==> src/rtl/pipe_pkg.sv <==
// Shared definitions for the pipeline memory arbiter: FSM state encoding
// and the default limit on back-to-back MEM grants while IF is waiting.
package pipe_pkg;

  typedef enum logic [1:0] {
    IDLE      = 2'd0,
    SERVE_IF  = 2'd1,
    SERVE_MEM = 2'd2
  } arb_state_e;

  localparam int unsigned MAX_MEM_RUN_DEFAULT = 3;

endpackage

==> src/rtl/pipe_mem_arbiter.sv <==
// Arbitrates a single-port RAM between the IF (fetch) and MEM (load/store) stages.
// MEM has priority, but only for MAX_MEM_RUN consecutive grants while IF waits.
module pipe_mem_arbiter
  import pipe_pkg::*;
#(
  parameter int unsigned MAX_MEM_RUN = MAX_MEM_RUN_DEFAULT
) (
  input  logic        clk,
  input  logic        clrn,
  input  logic        if_req,
  input  logic [31:0] if_addr,
  output logic [31:0] if_rdata,
  output logic        if_ready,
  input  logic        mem_req,
  input  logic        mem_we,
  input  logic [31:0] mem_addr,
  input  logic [31:0] mem_wdata,
  output logic [31:0] mem_rdata,
  output logic        mem_ready,
  output logic        ram_en,
  output logic        ram_we,
  output logic [31:0] ram_addr,
  output logic [31:0] ram_wdata,
  input  logic [31:0] ram_rdata,
  input  logic        ram_ack
);

  localparam logic [3:0] RUN_LIMIT = 4'(MAX_MEM_RUN);

  arb_state_e  state_q;
  logic [3:0]  mem_run_q;
  logic [3:0]  mem_run_d;
  logic        ram_en_q;
  logic        ram_we_q;
  logic [31:0] ram_addr_q;
  logic [31:0] ram_wdata_q;
  logic [31:0] if_rdata_q;
  logic [31:0] mem_rdata_q;
  logic        if_ready_q;
  logic        mem_ready_q;
  logic        grant_if;
  logic        grant_mem;

  // NOTE: every signal assigned in always_comb gets a default first, so no path can infer a latch.
  always_comb begin
    grant_if  = 1'b0;
    grant_mem = 1'b0;
    mem_run_d = mem_run_q;
    if (state_q == IDLE) begin
      if (mem_req && !(if_req && mem_run_q == RUN_LIMIT)) begin
        grant_mem = 1'b1;
      end else if (if_req) begin
        grant_if = 1'b1;
      end
    end
    if (grant_if) begin
      mem_run_d = '0;
    end else if (grant_mem && if_req && mem_run_q != RUN_LIMIT) begin
      mem_run_d = mem_run_q + 4'd1;
    end
  end

  // NOTE: state uses non-blocking assignments so all registers update together on the edge.
  // NOTE: data registers are reset too, because the outputs they drive must read zero in reset.
  always_ff @(posedge clk or negedge clrn) begin
    if (!clrn) begin
      state_q     <= IDLE;
      mem_run_q   <= '0;
      ram_en_q    <= 1'b0;
      ram_we_q    <= 1'b0;
      ram_addr_q  <= '0;
      ram_wdata_q <= '0;
      if_rdata_q  <= '0;
      mem_rdata_q <= '0;
      if_ready_q  <= 1'b0;
      mem_ready_q <= 1'b0;
    end else begin
      if_ready_q  <= 1'b0;
      mem_ready_q <= 1'b0;
      mem_run_q   <= mem_run_d;
      unique case (state_q)
        IDLE: begin
          if (grant_mem) begin
            state_q     <= SERVE_MEM;
            ram_en_q    <= 1'b1;
            ram_we_q    <= mem_we;
            ram_addr_q  <= mem_addr;
            ram_wdata_q <= mem_wdata;
          end else if (grant_if) begin
            state_q     <= SERVE_IF;
            ram_en_q    <= 1'b1;
            ram_we_q    <= 1'b0;
            ram_addr_q  <= if_addr;
            ram_wdata_q <= '0;
          end
        end
        SERVE_IF: begin
          if (ram_ack) begin
            state_q    <= IDLE;
            ram_en_q   <= 1'b0;
            if_rdata_q <= ram_rdata;
            if_ready_q <= 1'b1;
          end
        end
        SERVE_MEM: begin
          if (ram_ack) begin
            state_q  <= IDLE;
            ram_en_q <= 1'b0;
            ram_we_q <= 1'b0;
            // A store completes the handshake but must not disturb the last load result.
            if (!ram_we_q) begin
              mem_rdata_q <= ram_rdata;
            end
            mem_ready_q <= 1'b1;
          end
        end
        default: begin
          state_q  <= IDLE;
          ram_en_q <= 1'b0;
          ram_we_q <= 1'b0;
        end
      endcase
    end
  end

  assign ram_en    = ram_en_q;
  assign ram_we    = ram_we_q;
  assign ram_addr  = ram_addr_q;
  assign ram_wdata = ram_wdata_q;
  assign if_rdata  = if_rdata_q;
  assign mem_rdata = mem_rdata_q;
  assign if_ready  = if_ready_q;
  assign mem_ready = mem_ready_q;

endmodule
==> config.mk <==
export PLATFORM = sky130hd
export DESIGN_NAME = pipe_mem_arbiter
export DESIGN_NICKNAME = d
export VERILOG_FILES = /design/src/rtl/pipe_pkg.sv /design/src/rtl/pipe_mem_arbiter.sv
export SDC_FILE = /design/constraint.sdc
export NUM_CORES = 1
export LEC_CHECK = 0
export CAP_MARGIN = 20
export CORE_MARGIN = 1
export CORE_UTILIZATION = 30
export CTS_CLUSTER_DIAMETER = 40
export DETAILED_ROUTE_END_ITERATION = 10
export PLACE_DENSITY = 0.58
export SKIP_CTS_REPAIR_TIMING = 1
export SYNTH_ARGS = -nofsm -noshare
export SYNTH_HDL_FRONTEND = slang
export SYNTH_SLANG_ARGS = --single-unit
==> constraint.sdc <==
create_clock -name clk -period 2.7 [get_ports clk]
set_input_delay 0.405 -clock clk [delete_from_list [all_inputs] [get_ports clk]]
set_output_delay 0.405 -clock clk [all_outputs]
set_load 0.02 [all_outputs]
==> impl_metrics.tcl <==
set metrics [dict create \
    drt_iter0_drc 175 \
    syn_inst 443 \
    post_synth_most_frequent_cells "138 x sky130_fd_sc_hd__dfrtp_1, 35 x sky130_fd_sc_hd__a22o_1, 35 x sky130_fd_sc_hd__mux2_2, 35 x sky130_fd_sc_hd__nor2_1, 34 x sky130_fd_sc_hd__a21oi_1" \
    drt-total-wl_um 17010 \
    die_area_um2 20200 \
    fin_worst_hold_slack_ps 31.82 \
    result_of_the_run "completed" \
    total_vias_in_the_final_route 4647 \
    fin_total_pwr_mw 12.17 \
    port_buffer_cells 265 \
    synth_warnings 0 \
    post_synth.cell_area_avg_um2 13.29 \
    worstSetupStartpointType "register" \
    crit_path_class "reg -> reg" \
    synth.cell_area_um2 5889 \
    crit_path_top_delay_cell "sky130_fd_sc_hd__ha_1" \
    die_w_um 142.1 \
    grt_start_max_net_pins 80 \
    synthDistinctLibCells 35 \
    ys_ff_latch 138 \
    synth_top_area_frac 0.5864 \
    rows 50 \
    grt_first_pass_wirelength_um 26230 \
    grt.total_usage 0.1699 \
    route.detailed.wl_per_inst_um 17.46 \
    dr.pass1.iters 4 \
    drive_gt1_frac 0.1625 \
    finalWeightedCongestion 0.7953 \
    power_density_nw_per_um2 1308 \
    critPathCaptureType "register" \
    residual_drc 0 \
    postSynth.topFlopCell "sky130_fd_sc_hd__dfrtp_1" \
    grt_pass1_vias 4897 \
    io-pin-count 266 \
    initial_utilization 0.3107 \
    antenna_cells 0 \
    place.detailed.hpwl_um 12060 \
    area_growth_syn_to_layout_pct 57.98 \
    critPathMaxFanout 33 \
    top_cell_type_by_total_area_after_synthesis "sky130_fd_sc_hd__dfrtp_1" \
    setup_viol 0 \
    chipHeight_um 142.1 \
    post_synthesis_net_count 581 \
    clock_tree.buffer_depth 2 \
    clk-insertion-delay-late_ps 410 \
    total_of_fill_cells_in_the_finished_design 1695 \
    vdd_drop_max_uv 632.3 \
    slowest_delay_ps 570 \
    cts.clk_slew.worst_paths_ps 60 \
    worst_hold_path_type "in -> async" \
    cts.sinks 138 \
    drt.antenna.violating_nets 0 \
    grt_remaining_overflow 0 \
    final_area_um2 9304 \
    final_max_slew_viol_count 0 \
    via_per_inst 4.771 \
    crit_required_ps 3050 \
    arrival_ps 2590 \
    final.setup.tns_ps 0 \
    finalNetCount 839 \
    post-synth-top-count-cell "sky130_fd_sc_hd__dfrtp_1" \
    postPlaceCellArea_um2 8727 \
    post_synth_main_area_contributors "sky130_fd_sc_hd__dfrtp_1 59%, sky130_fd_sc_hd__mux2_4 7.6%, sky130_fd_sc_hd__mux2_2 6.7%" \
    worst-slew-pin-transition_ps 750.3 \
    timing.reg2reg.setup_slack_ps 460 \
    cts_htree_levels 4 \
    cap_violations 0 \
    period_minus_slack_ps 2240 \
    max_freq_ghz 0.4464 \
    layout_worst_path_cycle_share 0.8297 \
    p_leak_nw 3.920 \
    tritoncts.num_buffers 17 \
    antenna_found_initial 0 \
    seq_area_frac_synth 0.5864 \
    clk_root_buffer_cell "sky130_fd_sc_hd__clkbuf_16" \
    clock_skew_ps 6.808 \
    floorplan.core_area_um2 18960 \
    postSynth.asyncResetShare 1.000 \
    post_synth_edffs 0 \
    list_of_cells_traversed_by_the_critical_path "inv_1 -> ha_1 -> nand2_2 -> nor2_8 -> a22o_1" \
    tritoncts "done" \
    slew-limit-headroom 0.4998 \
    grt_setup_unrepaired "false" \
    final_hold_viol_count 0 \
]
state kept, by name, summed over array words and instances, names as in the netlist:
signal / flops
ram_we: 1
if_rdata: 32
mem_run_q: 4
if_ready: 1
ram_addr: 32
mem_rdata: 32
state_q: 2
ram_wdata: 32
mem_ready: 1
ram_en: 1
final timing paths:
path,to,depth (start not counted),start
max in group asynchronous,ram_wdata[9]$_DFFE_PN0P_,2,clrn
hold reg to reg,if_rdata[22]$_DFFE_PN0P_,1,if_rdata[22]$_DFFE_PN0P_
min in group clk,if_rdata[22]$_DFFE_PN0P_,1,if_rdata[22]$_DFFE_PN0P_
hold / removal,if_rdata[29]$_DFFE_PN0P_,1,clrn
setup reg to reg,state_q[1]$_DFFE_PN0P_,5,state_q[0]$_DFFE_PN0P_
setup / recovery,state_q[1]$_DFFE_PN0P_,5,state_q[0]$_DFFE_PN0P_
cells by family (layout without fill, tap and decap cells):
| group | count (synthesis) | count (layout) | synth area share |
|---|---|---|---|
| muxes | 65 | 65 | 0.1434 |
| AOI/OAI and AO/OA | 140 | 140 | 0.1661 |
| buffers and inverters | 44 | 315 | 0.05056 |
| and+or+nand+nor | 51 | 51 | 0.04356 |
| adders and majority gates | 4 | 4 | 0.008498 |
| xor gates and xnor gates | 1 | 1 | 0.001487 |
| DFF | 138 | 138 | 0.5864 |
layout make-up:
type,count,area (µm²),share of cell area
Sequential cell,138,3453,0.3712
Clock buffer,18,439.2,0.04720
Tap cell,260,325.3,0.03497
Clock inverter,14,137.6,0.01479
Timing Repair Buffer,278,2789,0.2998
Inverter,5,18.77,0.002017
Multi-Input combinational cell,261,2141,0.2301
routing by layer:
layer  vias up  wire (µm)  track usage
met3        28       1425      0.06157
met4         0        350      0.05603
met5         -          0            0
met1      2264       6681       0.1961
met2       203       8553       0.2910
li1       2152          -            -
worst max-delay path, delay by kind of cell, from the launching register on:
kind	cells	cell delay [ps]
adders and majority gates	1	570
DFF	1	400
AOI/OAI and AO/OA	1	230
and+or+nand+nor	2	880
buffers and inverters	1	90
where the power goes:
part           switching (mW)  internal [mW]
Sequential              0.591           3.12
Combinational            3.04           3.15
Clock                   0.960           1.31
cell usage in the layout (no fill, tap or decap), types with 3 or more instances in the layout:
cell type / netlist / routed
sky130_fd_sc_hd__buf_12: 0 / 3
sky130_fd_sc_hd__inv_1: 5 / 5
sky130_fd_sc_hd__clkdlybuf4s50_1: 0 / 264
sky130_fd_sc_hd__o21ai_0: 28 / 28
sky130_fd_sc_hd__nor2_1: 35 / 35
sky130_fd_sc_hd__a21oi_1: 34 / 34
sky130_fd_sc_hd__inv_6: 0 / 5
sky130_fd_sc_hd__clkinvlp_4: 0 / 4
sky130_fd_sc_hd__buf_4: 1 / 10
sky130_fd_sc_hd__nand2_1: 3 / 3
sky130_fd_sc_hd__ha_1: 4 / 4
sky130_fd_sc_hd__clkbuf_16: 0 / 17
sky130_fd_sc_hd__mux2_2: 35 / 35
sky130_fd_sc_hd__dfrtp_1: 138 / 138
sky130_fd_sc_hd__a41oi_1: 32 / 32
sky130_fd_sc_hd__mux2_4: 30 / 30
sky130_fd_sc_hd__o21ai_1: 5 / 5
sky130_fd_sc_hd__a22o_1: 35 / 35
per-stage QoR:
step,setup WS [ps],utilization,instances
floorplan,1105,-,443
global placement,474.5,0.4604,942
detailed placement,416.5,0.4604,942
CTS,409.6,0.4908,974
global route,261.5,0.4908,974
finish,459.9,0.4908,974
No activity file was read; power rests on OpenSTA's default activity.
